### src/rtl/cgra_cfg_loader.sv
// cgra_cfg_loader: streams FH configuration frames from a valid/ready word
// source onto a CGRA tile's configuration port. Each frame gets a one-cycle
// one-hot strobe with SETUP_CYC cycles of data setup and HOLD_CYC cycles of
// hold. The fabric clear line stays high for the whole load, and done is
// sticky once all frames are written.
//
// state   | meaning
// --------+-----------------------------------------------------------
// IDLE    | no load since reset; waiting for start
// WAIT    | in_ready high; waiting for the next frame word
// SETUP   | word latched on cfg_data; counting down setup cycles
// STROBE  | single cycle with cfg_strb = 1 << idx
// HOLD    | strobe low, data held; counting down hold cycles
// DONE    | all frames written; done high until the next start
module cgra_cfg_loader #(
  parameter int FW        = 32,
  parameter int FH        = 2,
  parameter int SETUP_CYC = 1,
  parameter int HOLD_CYC  = 1
) (
  input  logic          clk,
  input  logic          rst,
  input  logic          start,
  input  logic [FW-1:0] in_data,
  input  logic          in_valid,
  output logic          in_ready,
  output logic [FW-1:0] cfg_data,
  output logic [FH-1:0] cfg_strb,
  output logic          clr,
  output logic          busy,
  output logic          done
);

  localparam int IW   = (FH > 1) ? $clog2(FH) : 1;
  localparam int MAXP = (SETUP_CYC > HOLD_CYC) ? SETUP_CYC : HOLD_CYC;
  localparam int PW   = (MAXP > 1) ? $clog2(MAXP) : 1;

  // Down-counter load values: a phase of N cycles runs from N-1 to zero.
  localparam logic [PW-1:0] SETUP_LOAD = PW'(SETUP_CYC - 1);
  localparam logic [PW-1:0] HOLD_LOAD  = PW'(HOLD_CYC - 1);
  localparam logic [IW-1:0] IDX_LAST   = IW'(FH - 1);

  typedef enum logic [2:0] {
    S_IDLE,
    S_WAIT,
    S_SETUP,
    S_STROBE,
    S_HOLD,
    S_DONE
  } state_t;

  state_t        state_q;
  state_t        state_d;
  logic [PW-1:0] cnt_q;
  logic [IW-1:0] idx_q;

  logic cnt_tc;
  logic idx_last;

  assign cnt_tc   = (cnt_q == '0);
  assign idx_last = (idx_q == IDX_LAST);

  // State register.
  always_ff @(posedge clk) begin
    if (rst) begin
      state_q <= S_IDLE;
    end else begin
      state_q <= state_d;
    end
  end

  // Next-state logic: start is only honoured while not loading.
  always_comb begin
    state_d = state_q;
    case (state_q)
      S_IDLE, S_DONE: begin
        if (start) state_d = S_WAIT;
      end
      S_WAIT: begin
        if (in_valid) state_d = S_SETUP;
      end
      S_SETUP: begin
        if (cnt_tc) state_d = S_STROBE;
      end
      S_STROBE: begin
        state_d = S_HOLD;
      end
      S_HOLD: begin
        if (cnt_tc) state_d = idx_last ? S_DONE : S_WAIT;
      end
      default: begin
        state_d = S_IDLE;
      end
    endcase
  end

  // Frame data latch, frame index and phase down-counter.
  always_ff @(posedge clk) begin
    if (rst) begin
      cfg_data <= '0;
      idx_q    <= '0;
      cnt_q    <= '0;
    end else begin
      case (state_q)
        S_IDLE, S_DONE: begin
          if (start) idx_q <= '0;
        end
        S_WAIT: begin
          if (in_valid) begin
            cfg_data <= in_data;
            cnt_q    <= SETUP_LOAD;
          end
        end
        S_SETUP: begin
          if (!cnt_tc) cnt_q <= cnt_q - PW'(1);
        end
        S_STROBE: begin
          cnt_q <= HOLD_LOAD;
        end
        S_HOLD: begin
          if (!cnt_tc) begin
            cnt_q <= cnt_q - PW'(1);
          end else if (!idx_last) begin
            idx_q <= idx_q + IW'(1);
          end
        end
        default: begin
        end
      endcase
    end
  end

  // Outputs are pure decodes of registered state so none follow an input.
  assign in_ready = (state_q == S_WAIT);
  assign busy     = (state_q == S_WAIT) || (state_q == S_SETUP) ||
                    (state_q == S_STROBE) || (state_q == S_HOLD);
  assign clr      = busy;
  assign done     = (state_q == S_DONE);
  assign cfg_strb = (state_q == S_STROBE) ? (FH'(1) << idx_q) : '0;

endmodule

### config.mk
export PLATFORM = sky130hd
export DESIGN_NAME = cgra_cfg_loader
export DESIGN_NICKNAME = d
export VERILOG_FILES = /design/src/rtl/cgra_cfg_loader.sv
export SDC_FILE = /design/constraint.sdc
export NUM_CORES = 1
export LEC_CHECK = 0
export BUFFER_PORTS_ARGS = -buffer_cell sky130_fd_sc_hd__buf_4
export CORE_MARGIN = 5
export CORE_UTILIZATION = 49
export DETAILED_ROUTE_END_ITERATION = 7
export GPL_TIMING_DRIVEN = 1
export PLACE_DENSITY = 0.91
export SYNTH_ARGS = -nofsm -noshare
export SYNTH_HDL_FRONTEND = slang
export SYNTH_SLANG_ARGS = --single-unit
### constraint.sdc
create_clock -name clk -period 1.8 [get_ports clk]
set_input_delay 0.09 -clock clk [delete_from_list [all_inputs] [get_ports clk]]
set_output_delay 0.09 -clock clk [all_outputs]
set_load 0.005 [all_outputs]
== Word level (Yosys, flattened, before mapping) ==
Cells that the tools add are included.

* Add/subtract/negate cells: 2
* Equal/unequal tests: 9
* Shift-type cells: 1
* Muxes and demuxes: 14
* Reduce and logical (&&, ||, !) cells: 12

{| class="wikitable"
|+ Operator list
! operator !! count
|-
| $mux W3 || 5
|-
| $pmux W3 S5 || 1
|-
| $ne A2 B2 Y1 const B || 4
|-
| $eq A3 B2 Y1 const B || 2
|-
| $eq A3 B3 Y1 const B || 2
|-
| $mux W1 || 5
|-
| $reduce_and A2 Y1 || 2
|-
| $reduce_and A4 Y1 || 1
|-
| $reduce_or A2 Y1 || 2
|-
| $eq A3 B1 Y1 const B || 1
|-
| $logic_not A3 Y1 || 1
|-
| $logic_or A1 B1 Y1 || 3
|-
| $pmux W1 S3 || 1
|-
| $reduce_and A3 Y1 || 1
|-
| $reduce_bool A3 Y1 || 1
|-
| $mux W2 || 1
|-
| $pmux W1 S2 || 1
|-
| $reduce_bool A2 Y1 || 1
|-
| $shl A1 B1 Y2 const A || 1
|-
| $add A1 B1 Y1 const B || 1
|-
| $sub A1 B1 Y1 const B || 1
|}

* Register bits: 37
* Input bits: 36
* Output and inout port bits: 38

== Depth between registers and ports, before layout ==
Gate-level depths: netlist of run 1.

* Depth after elaboration: 4
* Gate-level depth with buffers: 6
* Mapped depth without buffers: 3

== Worst setup path after synthesis of run 1 ==
No wires, ideal clock.

* Path kind: register -> register
* Start point: reg state_q[2]
* End point: reg cfg_data[0]
* Setup time: 0.071 ns
* Arrival time: 1.091 ns
* Path slack: 0.638 ns
* Stages on the path, launching flop included: 7
* Buffers on the path: 3
* Cell sequence: dfxtp_1 > buf_6 > nor4bb_4 > buf_6 > buf_6 > nand2_1 > a21oi_2

* Longest elaborated chain between the ends: 2

{| class="wikitable"
|+ Ends and longest elaborated chain
! item !! line !! text
|-
| start, declared || 52 || <nowiki>state_t state_q;</nowiki>
|-
| start signal, assigned || 68 || <nowiki>state_q <= state_d;</nowiki>
|-
| $eq A3 B1 Y1 || 104 || <nowiki>case (state_q)</nowiki>
|-
| $reduce_and A2 Y1 (no line) || - ||
|-
| end signal, assigned || 110 || <nowiki>cfg_data <= in_data;</nowiki>
|-
| end, declared || 27 || <nowiki>output logic [FW-1:0] cfg_data,</nowiki>
|}

No other way between the ends.
A chain may end at the register's enable or synchronous reset.

== Worst setup path in the final report of run 1 ==
* Start point: reg state_q[2]
* End point: out done

* Longest elaborated chain between the ends: 1

{| class="wikitable"
|+ Ends and longest elaborated chain
! item !! line !! text
|-
| $eq A3 B3 Y1 || 138 || <nowiki>assign done = (state_q == S_DONE);</nowiki>
|-
| end, declared || 31 || <nowiki>output logic done</nowiki>
|}

No other way between the ends.

==> summary.md, run 1 <==
| Metric | Value |
|---|---|
| Initial core utilization | `0.511` |
| RSZ-0062 raised after global routing | `no` |
| Gr ovfl total | `0` |
| Pin count of the biggest net entering global routing | `30` |
| Clock slew at reported path FFs | `0.10 ns` |
| Relative slew slack | `0.721` |
| Register area share after synthesis | `0.462` |
| Vias after detailed routing | `1,416` |
| Final WL | `3870 um` |
| Post-DR vias/cell | `4.70` |
| Post-layout nets | `293` |
| CTS tree | `done` |
| Highest Signal Layer | `met4` |
| Arrival time of the worst setup path | `1.42 ns` |
| Netlist Area Pre-Place | `0.00156 mm^2` |
| CP Capture Type | `primary output` |
| Final min period | `1.51 ns` |
| Gpl congestion | `0.676` |
| Final hold vios | `0` |
| Die Span X | `66.4 um` |
| Max rail drop VDD | `431 uV` |
| Setup repair bufs after CTS | `0` |
| Synth warnings | `0` |
| Hold Crit Class | `input port to flip-flop` |
| Netlist cell types | `26` |
| Vias in the first global route | `1,367` |
| Fillers | `242` |
| Num CTS Buffers | `5` |
| Slowest CP cell | `dfxtp_1` |
| Share of post-route cells with drive strength above 1 | `0.490` |
| Critical Path RT | `1.71 ns` |
| Routed len/inst | `12.9 um` |
| First-pass GRT wire length | `5890 um` |
| Critical-path cell list | `inv_1 -> nor3b_1 -> buf_4` |
| Clk root buf | `clkbuf_4` |
| I/O pin cnt | `74` |
| CTS sink count | `36` |
| Slowest stage delay, CP | `0.57 ns` |
| Design area | `0.00226 mm^2` |
| Layout Skew | `0.00294 ns` |
| Metal2 WL | `2050 um` |
| # port buffers | `73` |
| Hold Startpoint | `in_data[10]` |
| Clock Latency Late Sink | `0.32 ns` |
| Antenna cells | `0` |
| Power density over cell area | `692 mW/mm^2` |
| GRT Total Usage | `0.172` |
| Initial drt markers | `111` |
| Reg-to-Reg Start | `state_q[0]$_SDFFE_PP0P_` |
| Mapped Cells | `175` |
| Max frequency | `663 MHz` |
| Status | `finished clean` |
| Startpoint types | `flip-flop` |
| Crit share post-route | `0.838` |
| Hold slack final | `0.0161 ns` |
| Tightest Pin Transition | `0.419 ns` |
| Endpoints failing setup | `0` |
| Seq cells post-synth | `36` |
| TNS Setup | `0 ns` |
| H-tree levels | `2` |
| DR pass1 iterations | `4` |
| Placed inst area | `0.00208 mm^2` |
| Synth Area per Inst | `8.91 um^2` |
| Worst setup path start | `state_q[2]$_SDFFE_PP0P_` |
| Syn nets | `211` |
| Max cap viols | `0` |
| Slew Limit Fails | `0` |
| Worst-path fanout max | `9` |
| Metal3 WL | `226 um` |
| Met1 wire length | `1580 um` |
| Row count | `20` |
| Post-route DRC violation count | `0` |
| Final core occ | `0.739` |
| Setup Crit Path Kind | `flip-flop to primary output` |
| Core Region | `0.00305 mm^2` |
| Die ar. | `0.00441 mm^2` |
| Initial antenna violation count | `0` |
| Synthesis-to-layout area growth | `44.8%` |
| DPL Wire Length | `2620 um` |
| Bufs on Longest Clock Path | `2` |
| Post-route ant nets | `0` |
| Chip Height | `66.4 um` |
| Pleak | `0.919 nW` |
-- timing repair --
| item | CTS | global route |
|---|---|---|
| endpoints found under the hold margin | 8 | 5 |
| hold buffers | 8 | 5 |
| resized for setup | 0 | 0 |
-- critical path: cells and delay by family (launching register included) --
family / cells / cell delay, ns
flops: 1 / 0.57
buf+inv: 2 / 0.28
simple gates: 1 / 0.25
-- layout by cell type, fill, tap and decap left out, types with 2 or more instances in the layout --
| master | instances |
|---|---|
| a21oi_1 | 5 |
| a21oi_2 | 30 |
| buf_4 | 78 |
| clkbuf_4 | 5 |
| dfxtp_1 | 36 |
| dlygate4sd3_1 | 13 |
| nand2_1 | 58 |
| nand2_2 | 10 |
| nand2b_1 | 3 |
| nor2_1 | 2 |
| nor3b_1 | 2 |
| o21ai_0 | 2 |
-- layer usage --
| metal | track usage | up-vias |
|---|---|---|
| met5 | 0 | - |
| met4 | 0.0305 | 0 |
| met3 | 0.0629 | 2 |
| met2 | 0.312 | 39 |
| met1 | 0.192 | 649 |
| li1 | - | 726 |
-- per-stage QoR --
step / cells / total power [mW] / setup WS (ns)
after floorplan: 175 / 1.04 / 0.638
after global placement: 281 / 1.17 / 0.498
after detailed placement: 281 / 1.17 / 0.442
after CTS: 296 / 1.57 / 0.296
after global routing: 301 / 1.64 / 0.175
final: 301 / 1.56 / 0.292
-- report_power, final --
part	switching [mW]	leakage (nW)	internal (mW)
Sequential	0.0298	0.292	0.833
Combinational	0.137	0.599	0.178
Clock	0.239	0.0281	0.144
-- flip-flops by register name, indices dropped and copies added, names as in the netlist --
register and cells:
cfg_data 32, idx_last 1, state_q 3
-- final cells by class --
cell class / instances / area, um^2 / share of cell area
Multi-Input combinational cell: 122 / 716 / 0.317
Clock inverter: 1 / 5.00 / 0.00222
Sequential cell: 36 / 721 / 0.319
Clock buffer: 6 / 41.3 / 0.0183
Inverter: 1 / 3.75 / 0.00166
Timing Repair Buffer: 91 / 716 / 0.317
Tap cell: 44 / 55.1 / 0.0244
-- path summary, 6_finish.rpt --
| kind | endpoint | slack, ns | depth (start not counted) |
|---|---|---|---|
| max | done | 0.29 | 3 |
| min | cfg_data[10]$_SDFFE_PP0P_ | 0.02 | 3 |
| max reg2reg | cfg_data[5]$_SDFFE_PP0P_ | 0.41 | 4 |
| min reg2reg | cfg_data[0]$_SDFFE_PP0P_ | 0.47 | 2 |
-- Yosys cell counts --
master      n  area, um^2
clkbuf_1    2        7.51
or3_1       1        6.26
nor2_1      2        7.51
buf_2       7        35.0
o21ba_1     1        10.0
nor3_1      1        5.00
buf_6       4        45.0
inv_1       1        3.75
mux2_2      1        11.3
nor4bb_4    1        25.0
and3_1      1        6.26
o22ai_1     1        6.26
a21oi_2    30         263
nor2b_1     1        6.26
xnor2_1     1        8.76
a21oi_1     5        25.0
buf_12      1        20.0
nand2_1    58         218
nand2_2    10        62.6
o21ai_0     2        10.0
nor3b_1     2        15.0
buf_4       1        7.51
buf_1       1        3.75
nand4bb_1   1        11.3
nand2b_1    3        18.8
dfxtp_1    36         721
-- logic make-up after synthesis --
kind of cell,after synthesis,share of synthesized area
AND/OR/NAND/NOR,81,0.245
flip-flops,36,0.462
XOR/XNOR,1,0.00562
multiplexers,1,0.00722
buffers and inverters,17,0.0786
AO/OA/AOI/OAI,39,0.201
No activity file was read; power rests on OpenSTA's default activity.
==> run 2: changes to the inputs <==
--- a/config.mk
+++ b/config.mk
@@ -7,10 +7,10 @@
 export LEC_CHECK = 0
 export BUFFER_PORTS_ARGS = -buffer_cell sky130_fd_sc_hd__buf_4
 export CORE_MARGIN = 5
-export CORE_UTILIZATION = 49
+export CORE_UTILIZATION = 41
 export DETAILED_ROUTE_END_ITERATION = 7
 export GPL_TIMING_DRIVEN = 1
-export PLACE_DENSITY = 0.91
+export PLACE_DENSITY = 0.82
 export SYNTH_ARGS = -nofsm -noshare
 export SYNTH_HDL_FRONTEND = slang
 export SYNTH_SLANG_ARGS = --single-unit
==> constraint.sdc (replaced) <==
create_clock -name clk -period 1.3 [get_ports clk]
set_input_delay 0.065 -clock clk [delete_from_list [all_inputs] [get_ports clk]]
set_output_delay 0.065 -clock clk [all_outputs]
set_load 0.005 [all_outputs]
==> run 2 against run 1 <==
  * Critical path depth is 2 higher
  * Register-to-register slack worse by 0.34 ns
  * Worst hold slack better by 0.020 ns
  * Total power is 56% higher
  * Global-route usage is 2.7 points lower
  * Via count is 1.4% lower
  * Cell area is 1.7% higher
  * Largest cell class is now multi-input gates
  * Largest power group unchanged
==> summary.md, run 2 (synthesis gave the netlist of run 1 again) <==
| Metric | Value |
|---|---|
| Antenna cells | `0 (unchanged)` |
| Post-layout nets | `288 (-1.7%)` |
| Final WL | `3710 um (-4.2%)` |
| Layout Skew | `0.00412 ns (+0.00118 ns)` |
| Hold Crit Endpoint | `cfg_data[14]$_SDFFE_PP0P_` |
| I/O pin cnt | `74 (unchanged)` |
| Synthesis-to-layout area growth | `47.2%` |
| Post-route DRC violation count | `0 (unchanged)` |
| DR pass1 iterations | `4 (unchanged)` |
| Critical R2R Capture | `cfg_data[21]$_SDFFE_PP0P_` |
| Post-route ant nets | `0 (unchanged)` |
| Pleak | `0.942 nW (+2.5%)` |
| Min-Delay Path Depth | `3 (unchanged)` |
| Post-DR vias/cell | `4.64 (-1.4%)` |
| Gpl congestion | `0.697 (+3.1%)` |
| Startpoint types | `flip-flop` |
| Share of power burned in registers | `0.487 (-0.066)` |
| # port buffers | `73 (unchanged)` |
| Max cap viols | `0 (unchanged)` |
| Clock slew at reported path FFs | `0.07 ns (-0.03 ns)` |
| Initial drt markers | `74 (-33%)` |
| Reg-to-Reg Start | `state_q[2]$_SDFFE_PP0P_` |
| Internal power | `1.85 mW (+60%)` |
| GRT Total Usage | `0.145 (-0.0272)` |
| Clk network pwr share | `0.322 (+0.076)` |
| Initial antenna violation count | `0 (unchanged)` |
| Final min period | `1.26 ns` |
| Hold Startpoint | `in_data[14]` |
| Endpoints failing setup | `0 (unchanged)` |
| Tightest Pin Transition | `0.376 ns (-0.0433 ns)` |
| RSZ-0062 raised after global routing | `yes` |
| Crit share post-route | `0.971` |
| Placed inst area | `0.00212 mm^2 (+1.7%)` |
| Setup Crit Path Kind | `flip-flop to primary output` |
| Reg2Reg Depth | `4 (unchanged)` |
| Initial core utilization | `0.426 (-0.0848)` |
| Slew Limit Fails | `0 (unchanged)` |
| Multi-input logic area | `748 um^2 (+4.5%)` |
| Clock Latency Late Sink | `0.27 ns (-0.05 ns)` |
| TNS Setup | `0 ns (unchanged)` |
| Critical Path RT | `1.24 ns (-0.47 ns)` |
| CP Capture Type | `primary output` |
| Bufs on Longest Clock Path | `2 (unchanged)` |
| Worst-path fanout max | `5 (-4)` |
| Fillers | `348 (+44%)` |
| CTS Hold Buffers Added | `0 (-8)` |
| Power, Total | `2.43 mW (+56%)` |
| Sw Share | `0.242 (-0.0183)` |
| Status | `finished clean` |
| H-tree levels | `2 (unchanged)` |
| Row count | `22 (+10%)` |
| Most frequent cells in the layout | `buf_4, nand2_1, dfxtp_1` |
| CTS tree | `done` |
| Max rail drop VDD | `732 uV (+70%)` |
| Die Span X | `71.7 um (+7.9%)` |
| Chip Height | `71.7 um (+7.9%)` |
| Comb power frac | `0.191 (-0.011)` |
| Switching power | `589 uW (+45%)` |
| Setup WS pre-CTS | `0.0358 ns (-0.406 ns)` |
| Max reg flops | `32 (unchanged)` |
| Biggest register | `cfg_data` |
| Hold Crit Class | `input port to flip-flop` |
| Relative slew slack | `0.749 (+0.0289)` |
| CTS sink count | `36 (unchanged)` |
| Core Region | `0.00366 mm^2 (+20%)` |
| DPL Wire Length | `2750 um (+4.9%)` |
| PnR worst setup slack | `0.0373 ns (-0.255 ns)` |
| Max frequency | `792 MHz` |
| Most common library cell in the layout ignoring fill and taps | `buf_4` |
| Arrival time of the worst setup path | `1.20 ns (-0.22 ns)` |
| R2r setup slk | `0.07 ns (-0.34 ns)` |
| Final core occ | `0.627 (-0.113)` |
| Storage element area | `727 um^2 (+0.87%)` |
| Num CTS Buffers | `5 (unchanged)` |
| Routed len/inst | `12.3 um (-4.2%)` |
| Power density over cell area | `1060 mW/mm^2 (+53%)` |
| First-pass GRT wire length | `6100 um (+3.6%)` |
| Vias in the first global route | `1,411 (+3.2%)` |
| Design area | `0.00229 mm^2 (+1.7%)` |
| Gr ovfl total | `0 (unchanged)` |
| Vias after detailed routing | `1,396 (-1.4%)` |
| Pin count of the biggest net entering global routing | `27 (-10%)` |
| Die ar. | `0.00514 mm^2 (+16%)` |
| Clk root buf | `clkbuf_8` |
| Final hold vios | `0 (unchanged)` |
| Share of post-route cells with drive strength above 1 | `0.561 (+0.0710)` |
[run 2: changes by cell type in the layout (fill, tap and decap cells not counted), moves of 2 or more]
cell	change
clkbuf_4	-5
dfxtp_2	+2
clkbuf_8	+6
dlygate4sd3_1	-13
buf_6	+6
dfxtp_1	-3
[run 2: how the worst max path moves through the flow]
stage	startpoint	end	slack, ns	cells past startpoint
2_1_floorplan	state_q[2]$_SDFFE_PP0P_	cfg_data[0]$_SDFFE_PP0P_	0.14	6
3_3_place_gp	state_q[1]$_SDFFE_PP0P_	cfg_data[25]$_SDFFE_PP0P_	0.1	4
6_report	state_q[0]$_SDFFE_PP0P_	cfg_strb[0]	0.04	5
5_1_grt	state_q[0]$_SDFFE_PP0P_	cfg_strb[0]	-0.07	5
3_5_place_dp	state_q[2]$_SDFFE_PP0P_	cfg_data[19]$_SDFFE_PP0P_	0.04	5
4_1_cts	state_q[0]$_SDFFE_PP0P_	cfg_strb[0]	0.0009	5
[run 2: through the flow]
step                std cells  hold WS (ns)
floorplan                 175         0.192
global placement          289         0.314
detailed placement        289         0.318
CTS                       297        0.0275
global route              301        0.0254
finish                    301        0.0366
[run 2: power groups by stage]
stage | clock, mW | sequential, mW | combinational (mW)
after floorplan | 0 | 1.21 | 0.234
after global placement | 0 | 1.21 | 0.425
after detailed placement | 0 | 1.21 | 0.432
after CTS | 0.810 | 1.18 | 0.448
after global routing | 0.862 | 1.19 | 0.507
final | 0.784 | 1.18 | 0.466
[run 2: final cells by class]
cell class                      count  area share
Multi-Input combinational cell    122       0.326
Sequential cell                    36       0.317
Timing Repair Buffer               86       0.290
Clock buffer                        8      0.0393
Tap cell                           48      0.0262
Inverter                            1     0.00164
[run 2: layer usage]
layer  track usage  wire length, um  vias up  part of all wire
li1              -                -      716                 -
met5             0                0        -                 0
met1         0.172             1560      639              0.42
met3        0.0435              275        2             0.074
met2         0.253             1850       39              0.50
met4        0.0376               17        0            0.0046
[run 2: worst max-delay path: stages (launching register included)]
cell	delay (ns)
dfxtp_2	0.34
buf_6	0.12
nor2b_4	0.16
nand2_1	0.08
nor2_1	0.11
buf_4	0.12
[run 2: what timing repair did]
action | 4_1_cts | 5_1_grt
resized for setup | 8 | 9
pin swaps | 0 | 0
setup endpoints to repair | 5 | 37
buffers inserted | 0 | 3
cloned | 0 | 1
